--- config.mk ---
export PLATFORM = sky130hd
export DESIGN_NAME = serial_adder
export DESIGN_NICKNAME = d
export VERILOG_FILES = /design/src/rtl/serial_adder_pkg.sv /design/src/rtl/fa_bit_cell.sv /design/src/rtl/serial_adder.sv
export SDC_FILE = /design/constraint.sdc
export NUM_CORES = 1
export LEC_CHECK = 0
export ABC_AREA = 1
export CAP_MARGIN = 20
export CORE_AREA = 2 2 58 60
export CTS_CLUSTER_DIAMETER = 120
export DETAILED_ROUTE_END_ITERATION = 16
export DIE_AREA = 0 0 60 62
export DONT_BUFFER_PORTS = 1
export GPL_TIMING_DRIVEN = 1
export PLACE_DENSITY = 0.7
export SYNTH_ARGS = -nofsm -noshare
export SYNTH_HDL_FRONTEND = slang
export SYNTH_SLANG_ARGS = --single-unit
--- constraint.sdc ---
create_clock -name clk -period 2.1 [get_ports clk]
set_input_delay 0.21 -clock clk [delete_from_list [all_inputs] [get_ports clk]]
set_output_delay 0.21 -clock clk [all_outputs]
set_load 0.01 [all_outputs]
--- src/rtl/serial_adder_pkg.sv ---
// -----------------------------------------------------------------------------
// serial_adder_pkg
// Shared definitions for the serial adder family:
//   - SA_DEFAULT_WIDTH : default operand/sum width
//   - sa_state_e       : FSM state encoding (ST_IDLE=0, ST_RUN=1, ST_DONE=2)
//   - maj3()           : three-input majority, the carry function of a full adder
// -----------------------------------------------------------------------------
package serial_adder_pkg;

  localparam int SA_DEFAULT_WIDTH = 8;

  typedef enum logic [1:0] {
    ST_IDLE = 2'd0,
    ST_RUN  = 2'd1,
    ST_DONE = 2'd2
  } sa_state_e;

  function automatic logic maj3(input logic x, input logic y, input logic z);
    return (x & y) | (x & z) | (y & z);
  endfunction

endpackage

--- src/rtl/fa_bit_cell.sv ---
// -----------------------------------------------------------------------------
// fa_bit_cell
// Combinational single-bit full adder.
// Ports:
//   a, b, cin : input bits
//   s         : sum bit   (a ^ b ^ cin)
//   c         : carry bit (majority of a, b, cin)
// -----------------------------------------------------------------------------
module fa_bit_cell
  import serial_adder_pkg::*;
(
  input  logic a,
  input  logic b,
  input  logic cin,
  output logic s,
  output logic c
);

  assign s = a ^ b ^ cin;
  assign c = maj3(a, b, cin);

endmodule

--- src/rtl/serial_adder.sv ---
// -----------------------------------------------------------------------------
// serial_adder
// Bit-serial unsigned adder. Operands are captured on an accepted start and
// summed LSB-first, one bit per clock, through a single full-adder cell and a
// carry flop. The result is presented with a one-cycle done pulse and held
// until the next accepted start.
//
// Optional feature (macro SERIAL_ADDER_SUB_EN): adds input `sub`; when set at
// load, B is inverted and the carry is preset to 1 so the block computes a-b
// (cout=1 means no borrow).
//
// Ports:
//   clk    : rising-edge clock
//   rst    : asynchronous active-high reset
//   start  : load request, honoured only while busy=0
//   a, b   : WIDTH-bit operands
//   cin    : carry-in
//   sub    : subtract select (only with SERIAL_ADDER_SUB_EN)
//   busy   : high while bits are being processed
//   done   : one-cycle result-valid pulse
//   sum    : WIDTH-bit result
//   cout   : final carry
// -----------------------------------------------------------------------------
module serial_adder
  import serial_adder_pkg::*;
#(
  parameter int WIDTH = SA_DEFAULT_WIDTH
) (
  input  logic             clk,
  input  logic             rst,
  input  logic             start,
  input  logic [WIDTH-1:0] a,
  input  logic [WIDTH-1:0] b,
  input  logic             cin,
`ifdef SERIAL_ADDER_SUB_EN
  input  logic             sub,
`endif
  output logic             busy,
  output logic             done,
  output logic [WIDTH-1:0] sum,
  output logic             cout
);

  localparam int CW = $clog2(WIDTH) + 1;
  localparam logic [CW-1:0] LAST_CNT = CW'(WIDTH - 1);

  sa_state_e        state_r;
  sa_state_e        state_next_s;
  logic [WIDTH-1:0] sa_r;
  logic [WIDTH-1:0] sb_r;
  logic [WIDTH-1:0] sum_r;
  logic [WIDTH-1:0] sum_shift_s;
  logic [WIDTH-1:0] b_load_s;
  logic [CW-1:0]    cnt_r;
  logic             carry_r;
  logic             cin_load_s;
  logic             cout_r;
  logic             busy_r;
  logic             done_r;
  logic             load_s;
  logic             last_s;
  logic             bit_s;
  logic             bit_c_s;

  fa_bit_cell u_fa (
    .a   (sa_r[0]),
    .b   (sb_r[0]),
    .cin (carry_r),
    .s   (bit_s),
    .c   (bit_c_s)
  );

  // Start is honoured in IDLE and DONE; the step on which cnt hits WIDTH-1 is the last.
  always_comb begin
    load_s = start && (state_r != ST_RUN);
    last_s = (state_r == ST_RUN) && (cnt_r == LAST_CNT);
  end

  // Operand B / carry values captured at load (inverted B and carry=1 when subtracting).
  always_comb begin
    b_load_s   = b;
    cin_load_s = cin;
`ifdef SERIAL_ADDER_SUB_EN
    if (sub) begin
      b_load_s   = ~b;
      cin_load_s = 1'b1;
    end else begin
      b_load_s   = b;
      cin_load_s = cin;
    end
`endif
  end

  // New sum bit enters at the MSB so that after WIDTH steps bit i sits at sum[i].
  always_comb begin
    sum_shift_s            = sum_r >> 1;
    sum_shift_s[WIDTH-1]   = bit_s;
  end

  // Next-state logic.
  always_comb begin
    state_next_s = state_r;
    case (state_r)
      ST_IDLE: begin
        if (load_s) begin
          state_next_s = ST_RUN;
        end else begin
          state_next_s = ST_IDLE;
        end
      end
      ST_RUN: begin
        if (last_s) begin
          state_next_s = ST_DONE;
        end else begin
          state_next_s = ST_RUN;
        end
      end
      ST_DONE: begin
        if (load_s) begin
          state_next_s = ST_RUN;
        end else begin
          state_next_s = ST_IDLE;
        end
      end
      default: state_next_s = ST_IDLE;
    endcase
  end

  // State register plus registered busy/done decoded from the next state.
  always_ff @(posedge clk or posedge rst) begin
    if (rst) begin
      state_r <= ST_IDLE;
      busy_r  <= 1'b0;
      done_r  <= 1'b0;
    end else begin
      state_r <= state_next_s;
      busy_r  <= (state_next_s == ST_RUN);
      done_r  <= (state_next_s == ST_DONE);
    end
  end

  // Operand shift registers, carry flop, bit counter and result registers.
  always_ff @(posedge clk or posedge rst) begin
    if (rst) begin
      sa_r    <= '0;
      sb_r    <= '0;
      sum_r   <= '0;
      cnt_r   <= '0;
      carry_r <= 1'b0;
      cout_r  <= 1'b0;
    end else if (load_s) begin
      sa_r    <= a;
      sb_r    <= b_load_s;
      sum_r   <= '0;
      cnt_r   <= '0;
      carry_r <= cin_load_s;
      cout_r  <= 1'b0;
    end else if (state_r == ST_RUN) begin
      sa_r    <= sa_r >> 1;
      sb_r    <= sb_r >> 1;
      sum_r   <= sum_shift_s;
      cnt_r   <= cnt_r + CW'(1);
      carry_r <= bit_c_s;
      if (last_s) begin
        cout_r <= bit_c_s;
      end else begin
        cout_r <= cout_r;
      end
    end else begin
      sa_r    <= sa_r;
      sb_r    <= sb_r;
      sum_r   <= sum_r;
      cnt_r   <= cnt_r;
      carry_r <= carry_r;
      cout_r  <= cout_r;
    end
  end

  assign busy = busy_r;
  assign done = done_r;
  assign sum  = sum_r;
  assign cout = cout_r;

endmodule
Yosys cells after proc, flatten, opt, wreduce, memory -nomap -nowiden

Index checks and enable logic that the tools add are counted.
W data, S select, Z words.

Add/sub/neg operators: 1
Equality and inequality tests: 6
Mux-type cells: 16
Bitwise operators: 7
Reduce and logical (&&, ||, !) cells: 7

Operators with widths:

| operator              | count |
|---|---|
| $mux W8               | 6 |
| $mux W4               | 2 |
| $mux W1               | 6 |
| $add A4 B1 Y4 const B | 1 |
| $eq A2 B1 Y1 const B  | 2 |
| $eq A2 B2 Y1 const B  | 2 |
| $eq A4 B3 Y1 const B  | 1 |
| $pmux W2 S2           | 1 |
| $reduce_bool A2 Y1    | 2 |
| $and A1 B1 Y1         | 3 |
| $logic_and A1 B1 Y1   | 2 |
| $logic_not A2 Y1      | 1 |
| $mux W2               | 1 |
| $ne A2 B1 Y1 const B  | 1 |
| $or A1 B1 Y1          | 2 |
| $reduce_and A2 Y1     | 1 |
| $reduce_or A2 Y1      | 1 |
| $xor A1 B1 Y1         | 2 |

Register bits: 34
Input bits: 20
Output and inout port bits: 11
Word-level logic and storage cells: 46

Logic depth before layout (Yosys ltp)

Gate-level depths: netlist of run 1.

Depth after elaboration: 6
Mapped depth: 7
Gate-level depth less buffers: 6

By module

From an unflattened synthesis of run 1, not the netlist that was laid out.

Cell total of the unflattened synthesis: 168
Area total of the unflattened synthesis: 1505.2 µm²

By module, submodules not included:

| module       | instances | cells an instance | area an instance (µm²) | seq. area each (µm²) |
|---|---|---|---|---|
| serial_adder | 1         | 167               | 1485.2                 | 850.8 |
| fa_bit_cell  | 1         | 1                 | 20.0                   | 0.0 |

Worst setup path before layout of run 1

No wires, ideal clock.

Path type: register to register
Start point: register carry_r
End point: register sum_r[7], in the netlist sum[7]
Library setup time: 83 ps
Arrival: 1004 ps
Required time: 2017 ps
Path slack: 1013 ps
Cell stages (with the launch flop): 4
Buffers on the path: 0
Clock period less this slack: 1087 ps
Cell sequence: dfrtp_1 > fa_1 > nand2_1 > o21ai_0

Word-level cells in the longest chain between the ends: 3

RTL lines:

| what                   | RTL line            | RTL |
|---|---|---|
| start, declared        | serial_adder.sv:55  | `logic carry_r;` |
| start signal, assigned | serial_adder.sv:156 | `carry_r <= cin_load_s;` |
| start signal, assigned | serial_adder.sv:163 | `carry_r <= bit_c_s;` |
| start signal, assigned | serial_adder.sv:174 | `carry_r <= carry_r;` |
| $xor A1 B1 Y1          | fa_bit_cell.sv:19   | `assign s = a ^ b ^ cin;` |
| $mux W8                | serial_adder.sv:158 | `end else if (state_r == ST_RUN) begin` |
| $mux W8                | serial_adder.sv:151 | `end else if (load_s) begin` |
| end signal, assigned   | serial_adder.sv:161 | `sum_r <= sum_shift_s;` |
| end signal, assigned   | serial_adder.sv:172 | `sum_r <= sum_r;` |
| end, declared          | serial_adder.sv:51  | `logic [WIDTH-1:0] sum_r;` |

Every way passes these cells. The select of a mux whose other input is x is not followed.
A chain may end at the register's enable or synchronous reset.

Final worst setup path of run 1

Start point: register state_r[0]
End point: register sa_r[4]

Word-level cells in the longest chain between the ends: 3
Elaborated cells between the ends (all ways): 5
Those cells by class: 2 x eq/ne; 1 x mux; 2 x reduce/logical

RTL lines:

| what                                                 | RTL line            | RTL |
|---|---|---|
| start, declared                                      | serial_adder.sv:47  | `sa_state_e state_r;` |
| start signal, assigned                               | serial_adder.sv:136 | `state_r <= state_next_s;` |
| $ne A2 B1 Y1                                         | serial_adder.sv:75  | `load_s = start && (state_r != ST_RUN);` |
| $logic_and A1 B1 Y1                                  | serial_adder.sv:75  |  |
| $mux W8 / $reduce_bool A2 Y1 (equally long branches) | -                   |  |
| end signal, assigned                                 | serial_adder.sv:159 | `sa_r <= sa_r >> 1;` |
| end signal, assigned                                 | serial_adder.sv:170 | `sa_r <= sa_r;` |
| end, declared                                        | serial_adder.sv:49  | `logic [WIDTH-1:0] sa_r;` |

Parallel ways exist; a longest one is shown, timed or not.

==> results of run 1 <==
## power groups by stage
| stage | sequential (µW) | combinational (µW) | clock [µW] |
|---|---|---|---|
| after floorplan | 1090 | 630 | 0 |
| after global placement | 1120 | 677 | 0 |
| after detailed placement | 1140 | 690 | 0 |
| after CTS | 1120 | 715 | 453 |
| after global routing | 1160 | 849 | 486 |
| final | 1120 | 713 | 441 |
## worst max-delay path: stages, from the launching register on
cell     delay [ps]
dfrtp_1         470
nand2_4         220
nand2_8         100
inv_2           240
nand2_1          90
nand3_1          90
## per-layer routing
metal,wire length (µm),share of wire (%),track usage (%)
met4,61,2.2,10.2
met2,1320,47,31.1
met1,1230,44,21.2
met3,182,6.5,7.04
met5,0,0,0
## stage by stage
step	area, µm²	total power, µW	cells
finish	1730	2280	227
global route	1730	2490	227
CTS	1730	2290	227
detailed placement	1510	1830	205
global placement	1510	1800	205
floorplan	1500	1720	163
## registers in the layout, summed over array words and instances, names as in the netlist
signal and flops:
sum 8, sb_r 8, carry_r 1, done 1, state_r 2, busy 1
sa_r 8, cout 1, cnt_r 4
## worst paths after layout
path | from | endpoint | cells past startpoint | slack (ps)
max reg2reg | state_r[0] | sa_r[4] | 5 | 820
max in group asynchronous | rst | cnt_r[3] | 3 | 1410
min | a[5] | sa_r[5] | 2 | 4
min in group asynchronous | rst | sa_r[1] | 3 | 390
min reg2reg | sa_r[5] | sa_r[5] | 2 | 490
max | state_r[0] | sa_r[4] | 5 | 820
## final cells by class
class | instances | share of cell area [%]
clock buffers | 8 | 4.55
well taps | 46 | 3.32
flip-flops and latches | 34 | 49.1
multi-input cells | 109 | 31.1
inverters | 15 | 3.40
repair buffers | 15 | 8.53
## Yosys cell counts, drive strengths merged
cell    count
nand2      68
inv        15
fa          1
o22ai       8
a21oi       1
nand3      20
nor2        4
nor3        1
buf         5
dfrtp      34
nand3b      1
o21ai       3
xor2        1
ha          1
## cells by family (layout without fill, tap and decap cells)
| logic type | Yosys count | count (layout) |
|---|---|---|
| simple gates | 94 | 94 |
| buf+inv | 20 | 38 |
| fa+ha+maj | 2 | 2 |
| flops | 34 | 34 |
| xor+xnor | 1 | 1 |
| compound gates | 12 | 12 |
==> Implementation_results.wiki, run 1 <==
{| class="wikitable"
! Metric !! Value
|-
| Simple-gate portion of the synthesized area || 28.5%
|-
| Tcrit/Tclk final || 61.2%
|-
| Total Negative Setup Slacks || 0 ps
|-
| Clock Skews || 1.59 ps
|-
| Gate count of the mapped netlist || 163
|-
| Synthesis Warnings || 0
|-
| Category of the worst setup path launch point || flip-flop
|-
| Count of filler cells inserted in the layout || 289
|-
| Dpl hpwl || 1810 µm
|-
| Clk Latency, worst-skew pair || 340 ps
|-
| Main area contributors after synthesis || dfrtp_1 57%, nand2_1 16%, nand3_1 6.7%
|-
| Fin util || 54.5%
|-
| Data arrival time of the worst path || 1560 ps
|-
| Hold_ws || 3.87 ps
|-
| Residual DRC || 0
|-
| Most frequent cells in the layout || 63 x nand2_1, 34 x dfrtp_1, 20 x nand3_1
|-
| Nature of the critical path endpoint || flip-flop
|-
| Clk buf depth || 2
|-
| Area of the die || 3720 µm²
|-
| Clock buffer count from CTS || 5
|-
| Average wire length per cell after detail routing || 12.3 µm
|-
| Share of final-layout standard cells stronger than drive strength 1 || 10.5%
|-
| Proportion of total power due to net switching || 38.3%
|-
| I/O pin total || 31
|-
| Row cnt || 21
|-
| Clock transition at the registers of the reported paths || 100 ps
|-
| Effective utilization at floorplan || 47.1%
|-
| Max Cap Violations || 0
|-
| Type of the worst min-delay path || input pin to flip-flop
|-
| PnR worst setup slack || 815 ps
|-
| Number of antenna-violating nets in the routed design || 0
|-
| Largest area contributor in the synthesized netlist || dfrtp_1
|-
| Area growth, synth to finish || 15.6%
|-
| Die height || 62 µm
|-
| Setup repair after global routing missed its margin || no
|-
| Final count of pins violating max slew || 0
|-
| Post-synth net total || 185
|-
| Core Footprint || 3180 µm²
|-
| Gr usage total || 18.8%
|-
| Part of the total power dissipated in combinational logic || 31.3%
|-
| Int Pwr || 1400 µW
|-
| Clk sinks || 34
|-
| Worst slew margin relative to its limit || 72.3%
|-
| Number of antenna diodes || 0
|-
| Fraction of power consumed by the clock network || 19.4%
|-
| Total wire length || 2800 µm
|-
| Synthesized-area fraction occupied by ao, oa, aoi and oai cells || 4.68%
|-
| Post-CTS Resized || 0
|-
| Clock tree from TritonCTS || done
|-
| Area share of the largest cell type after synthesis || 56.8%
|-
| Post-layout minimum cycle time || 1280 ps
|-
| Setup slack after placement || 836 ps
|-
| Total area of multi-input combinational cells || 538 µm²
|-
| Unique masters post-synth || 22
|-
| Total of buffers placed on input and output ports || 0
|-
| Htree depth || 2
|-
| # setup viols final || 0
|-
| Overflow left after global routing || 0
|-
| Result of the run || finished, final reports clean
|-
| Multiplexer share of the synthesized area || 0%
|-
| Vias || 1,130
|-
| Main combinational cell family by area after synthesis || simple AND/OR/NAND/NOR gates
|-
| Count of hold-fix buffers inserted at cts || 14
|-
| Die extent in x || 60 µm
|-
| Post-synth design cell area || 1500 µm²
|-
| Number of global-route vias before repair || 1,120
|-
| Maximum vdd ir drop || 0.000610 V
|-
| Maximum clock rate || 778 MHz
|-
| Crit path max fanout || 20
|-
| Flop pwr share || 49.3%
|-
| Antenna violations before repair || 0
|-
| Data required time of the worst path || 2380 ps
|-
| Pre-antenna DRT Iters || 5
|-
| Detailed-route vias per instance || 4.98
|-
| Pin count of the biggest net entering global routing || 35
|-
| Global-route wire length before repair || 4930 µm
|-
| Sw Pwr || 872 µW
|-
| Share of the yosys chip area belonging to registers || 56.8%
|-
| Post-layout net count || 202
|-
| Leakage dissipation || 0.000855 µW
|-
| Power per cell area || 1310 nW/µm²
|-
| Endpoints failing hold || 0
|-
| Register bit count reported by yosys || 34
|-
| Most common library cell in the layout ignoring fill and taps || nand2_1
|-
| Type of the worst setup path || flip-flop to flip-flop
|-
| Clk Tree Root Cell || clkbuf_4
|-
| Sequential standard cell area || 851 µm²
|-
| Syn avg cell area || 9.19 µm²
|-
| Share of the synthesized netlist area taken by xor and xnor gates || 0.585%
|-
| Routability cong. || 0.844
|-
| Post-CTS setup repair buffer count || 0
|-
| Starting DRC count in detailed routing || 60
|-
| Adder and majority gate portion of the synthesized area || 2.17%
|-
| Worst slew pin tran || 415 ps
|}
No activity file was read; power rests on OpenSTA's default activity.
==> inputs of run 2 (changes only) <==
==> constraint.sdc (replaced) <==
create_clock -name clk -period 1.2 [get_ports clk]
set_input_delay 0.12 -clock clk [delete_from_list [all_inputs] [get_ports clk]]
set_output_delay 0.12 -clock clk [all_outputs]
set_load 0.01 [all_outputs]
==> run 2 against run 1 <==
- clock skew is 1.6 ps higher
- fmax is 13% higher
- sequential power is 76% higher
- first-iteration DRC count is 15% higher
- cell count is 3.5% higher
- count of clock-buffer cells in the layout is 1 lower
- critical path type unchanged
- critical endpoint is now cout
==> Implementation_results.wiki, run 2 (same netlist as run 1, synthesis figures left out) <==
{| class="wikitable"
! Metric !! Value
|-
| Maximum clock rate || 877 MHz
|-
| Routability cong. || 0.838
|-
| Overall power || 4010 µW
|-
| Die height || 62 µm
|-
| Cell at the slowest stage of the critical path || dfrtp_1
|-
| Detailed-route vias per instance || 5.05
|-
| # setup viols final || 0
|-
| Data required time of the worst path || 1430 ps
|-
| Max Cap Violations || 0
|-
| Area growth, synth to finish || 20.6%
|-
| Nature of the critical path endpoint || flip-flop
|-
| Clock Skews || 3.20 ps
|-
| Most common library cell in the layout ignoring fill and taps || nand2_1
|-
| Share of final-layout standard cells stronger than drive strength 1 || 12.2%
|-
| Antenna violations before repair || 0
|-
| Clock tree from TritonCTS || done
|-
| Endpoints failing hold || 0
|-
| Total of buffers placed on input and output ports || 0
|-
| Pre-antenna DRT Iters || 4
|-
| Dpl hpwl || 1790 µm
|-
| Residual DRC || 0
|-
| Delay contributed by the slowest stage of the critical path || 410 ps
|-
| Routed metal-1 wirelength || 1270 µm
|-
| Category of the worst setup path launch point || flip-flop
|-
| Area of the die || 3720 µm²
|-
| Crit path max fanout || 3
|-
| Result of the run || finished, final reports clean
|-
| Clk buf depth || 2
|-
| Average wire length per cell after detail routing || 12.1 µm
|-
| Setup slack after placement || 31.9 ps
|-
| Pin count of the biggest net entering global routing || 35
|-
| Cell-by-cell listing of the critical path || ha_1 -> nand2_1 -> nor2_2 -> nand2_1 -> nand3_1 -> nand2_1
|-
| Hold_ws || 88.9 ps
|-
| Top routing layer in use || met4
|-
| Clk Latency, worst-skew pair || 330 ps
|-
| Tcrit/Tclk final || 95.0%
|-
| Cell type group with the largest total delay on the critical path || flip-flops
|-
| Die extent in x || 60 µm
|-
| Overflow left after global routing || 0
|-
| Post-layout net count || 210
|-
| Buffers plus inverters on the worst setup path || 0
|-
| Fin util || 56.8%
|-
| Type of the worst setup path || flip-flop to flip-flop
|-
| Gr usage total || 18.9%
|-
| PnR worst setup slack || 59.8 ps
|-
| Worst slew pin tran || 424 ps
|-
| Worst slew margin relative to its limit || 71.7%
|-
| Clock transition at the registers of the reported paths || 100 ps
|-
| Number of global-route vias before repair || 1,163
|-
| Total wire length || 2850 µm
|-
| Clock buffer count from CTS || 5
|-
| Most frequent cells in the layout || 63 x nand2_1, 33 x dfrtp_1, 20 x nand3_1
|-
| Clk Tree Root Cell || clkbuf_4
|-
| Global-route wire length before repair || 5040 µm
|-
| Core Footprint || 3180 µm²
|-
| Met3 layer wire length in the routed design || 159 µm
|-
| Type of the worst min-delay path || input pin to flip-flop
|-
| Htree depth || 2
|-
| Maximum vdd ir drop || 0.00107 V
|-
| Vias || 1,186
|-
| Row cnt || 21
|-
| Clk sinks || 34
|-
| Effective utilization at floorplan || 47.1%
|-
| Final count of pins violating max slew || 0
|-
| Number of antenna diodes || 0
|-
| Power per cell area || 2220 nW/µm²
|-
| Met2 layer wire length in the routed design || 1350 µm
|-
| Starting DRC count in detailed routing || 69
|-
| Leakage dissipation || 0.000883 µW
|-
| Critical Path Most Common Cell || nand2_1
|-
| Number of antenna-violating nets in the routed design || 0
|-
| I/O pin total || 31
|-
| Data arrival time of the worst path || 1370 ps
|-
| Post-layout minimum cycle time || 1140 ps
|-
| Post-CTS setup repair buffer count || 0
|}
[run 2: cell types whose count changed in the layout (fill, tap and decap cells not counted)]
cell           delta
dlygate4sd3_1     +5
buf_4             +2
clkbuf_8          -2
buf_12            +1
clkbuf_1          +1
clkinv_2          +1
dfrtp_1           -1
dfrtp_2           +1
inv_2             -1
inv_6             +1
nor2_1            -1
nor2_2            +1
[run 2: final timing paths]
| check | from | end | slack [ps] | depth (start not counted) |
|---|---|---|---|---|
| worst max register to register | cnt_r[0] | cout | 60 | 6 |
| worst min register to register | sa_r[1] | sa_r[1] | 490 | 2 |
| worst min-delay path | start | busy | 90 | 2 |
| max in group asynchronous | rst | state_r[0] | 560 | 3 |
| worst max-delay path | cnt_r[0] | cout | 60 | 6 |
| min in group asynchronous | rst | sa_r[2] | 310 | 3 |
[run 2: power breakdown]
part	switching [µW]	internal (µW)	total, µW
clock	374	284	658
combinational	808	578	1390
sequential	374	1590	1970
total	1560	2460	4010
[run 2: repair_timing]
item	4_1_cts	5_1_grt
resized for setup	0	5
endpoints found under the setup margin	0	21
hold buffers	19	0
endpoints found under the hold margin	54	0
[run 2: stage by stage]
stage	TNS [ps]	std cells	cell area (µm²)
finish	0	235	1810
global route	-1.94	235	1810
CTS	0	235	1800
detailed placement	0	208	1550
global placement	0	208	1550
floorplan	0	163	1500
[run 2: routing by layer]
| metal | vias to the layer above | track usage (%) |
|---|---|---|
| met4 | 0 | 9.21 |
| met2 | 44 | 31.5 |
| li1 | 567 | - |
| met3 | 11 | 7.45 |
| met5 | - | 0 |
| met1 | 564 | 21.3 |
[run 2: layout make-up]
cell class,count,area [µm²]
repair buffers,23,233
multi-input cells,109,541
clock buffers,7,55.1
clock inverters,1,5.00
inverters,15,63.8
fillers,262,1370
well taps,46,57.6
flip-flops and latches,34,852
==> inputs of run 3 (changes only) <==
==> constraint.sdc (replaced) <==
create_clock -name clk -period 1.2 [get_ports clk]
set_input_delay 0.18 -clock clk [delete_from_list [all_inputs] [get_ports clk]]
set_output_delay 0.18 -clock clk [all_outputs]
set_load 0.01 [all_outputs]
==> run 3 against run 2 <==
- clock power decreased by 16%
- worst hold slack got worse by 56 ps
- register-to-register slack improved by 20 ps
- global-route usage decreased by 0.37 points
- cell count decreased by 0.85%
- largest cell class unchanged
==> Implementation_results.wiki, run 3 (same netlist as run 1, synthesis figures left out) <==
{| class="wikitable"
! Metric !! Value
|-
| Result of the run || finished, final reports clean
|-
| Cell Count, Final, Fillers Out || 233
|-
| Pin count of the biggest net entering global routing || 35
|-
| Htree depth || 2
|-
| Global routing usage on met3 || 6.21%
|-
| Row cnt || 21
|-
| Type of the worst min-delay path || input pin to flip-flop
|-
| Clock tree from TritonCTS || done
|-
| Tcrit/Tclk final || 93.6%
|-
| Setup repair after global routing missed its margin || no
|-
| Clk Latency, worst-skew pair || 320 ps
|-
| Clock Skews || 1.95 ps
|-
| Met2 usage || 31.1%
|-
| Die extent in x || 60 µm
|-
| Global-route wire length before repair || 4950 µm
|-
| Post-layout net count || 209
|-
| Final count of pins violating max slew || 0
|-
| Worst slew margin relative to its limit || 73.0%
|-
| Crit path max fanout || 2
|-
| Total Negative Setup Slacks || 0 ps
|-
| Pre-antenna DRT Iters || 2
|-
| Number of antenna-violating nets in the routed design || 0
|-
| Number of antenna diodes || 0
|-
| Average wire length per cell after detail routing || 11.9 µm
|-
| Core Footprint || 3180 µm²
|-
| Total placed cells including tap cells || 208
|-
| Area growth, synth to finish || 18.9%
|-
| Most common library cell in the layout ignoring fill and taps || nand2_1
|-
| # setup viols final || 0
|-
| Dpl hpwl || 1800 µm
|-
| Routability cong. || 0.821
|-
| Maximum clock rate || 890 MHz
|-
| Category of the worst setup path launch point || flip-flop
|-
| Starting DRC count in detailed routing || 34
|-
| Max Cap Violations || 0
|-
| Antenna violations before repair || 0
|-
| Power per cell area || 2180 nW/µm²
|-
| Total wire length || 2770 µm
|-
| Fin util || 56.0%
|-
| Endpoints failing hold || 0
|-
| Post-layout minimum cycle time || 1120 ps
|-
| Leakage dissipation || 0.000870 µW
|-
| Data arrival time of the worst path || 1370 ps
|-
| Effective utilization at floorplan || 47.1%
|-
| Area of the die || 3720 µm²
|-
| Share of final-layout standard cells stronger than drive strength 1 || 10.7%
|-
| Worst slew pin tran || 405 ps
|-
| Vias || 1,113
|-
| Detailed-route vias per instance || 4.78
|-
| Highest-utilization routing layer at the global route stage || met2
|-
| Clk buf depth || 2
|-
| Met1 track demand over resource || 21.7%
|-
| Post-CTS setup repair buffer count || 0
|-
| Total of buffers placed on input and output ports || 0
|-
| Most frequent cells in the layout || 63 x nand2_1, 34 x dfrtp_1, 20 x nand3_1
|-
| Maximum vdd ir drop || 0.00101 V
|-
| Clock transition at the registers of the reported paths || 90 ps
|-
| Type of the worst setup path || flip-flop to flip-flop
|-
| Clk Tree Root Cell || clkbuf_4
|-
| Clk sinks || 34
|-
| Gr usage total || 18.5%
|-
| Clock buffer count from CTS || 5
|-
| Overflow left after global routing || 0
|-
| Number of global-route vias before repair || 1,145
|-
| Die height || 62 µm
|-
| Nature of the critical path endpoint || flip-flop
|-
| Data required time of the worst path || 1440 ps
|-
| Residual DRC || 0
|-
| I/O pin total || 31
|}
-- run 3: repair_timing --
action                                  CTS  global route
endpoints found under the setup margin    0            21
endpoints found under the hold margin    51             0
resized for setup                         0             4
hold buffers                             18             0
-- run 3: critical path: stages, from the launching register on --
cell     delay [ps]
dfrtp_1         410
fa_1            530
nand2_1          50
o21ai_0          70
-- run 3: through the flow --
step	total power [µW]	hold WS, ps	setup slack, ps	area, µm²
global route	4280	32.0	2.11	1780
finish	3880	32.7	76.2	1780
floorplan	3010	297	113	1500
detailed placement	3300	190	12.2	1550
CTS	3920	17.1	2.44	1770
global placement	3240	183	73.2	1550
-- run 3: report_power, final --
group          internal [µW]  total [µW]  switching [µW]
Sequential              1590        1960             369
Combinational            575        1370             796
Clock                    221         552             331
-- run 3: worst paths after layout --
check,start,to,slack [ps],depth (start not counted)
max in group asynchronous,rst,cnt_r[3],530,3
max,carry_r,sum[7],80,3
max reg2reg,carry_r,sum[7],80,3
min reg2reg,sa_r[1],sa_r[1],490,2
min in group asynchronous,rst,sa_r[3],390,3
min,start,cnt_r[3],30,3
-- run 3: final cells by class --
class / instances / area, µm²
tap: 46 / 57.6
clock buffer: 7 / 45.0
multi-input combinational: 109 / 541
fill: 288 / 1400
timing repair buffer: 22 / 223
sequential: 34 / 851
inverter: 15 / 63.8
-- run 3: routing by layer --
layer  wire [µm]  vias up
met2        1350       31
met1        1260      513
met3         132        4
met4          27        0
met5           0        -
li1            -      565
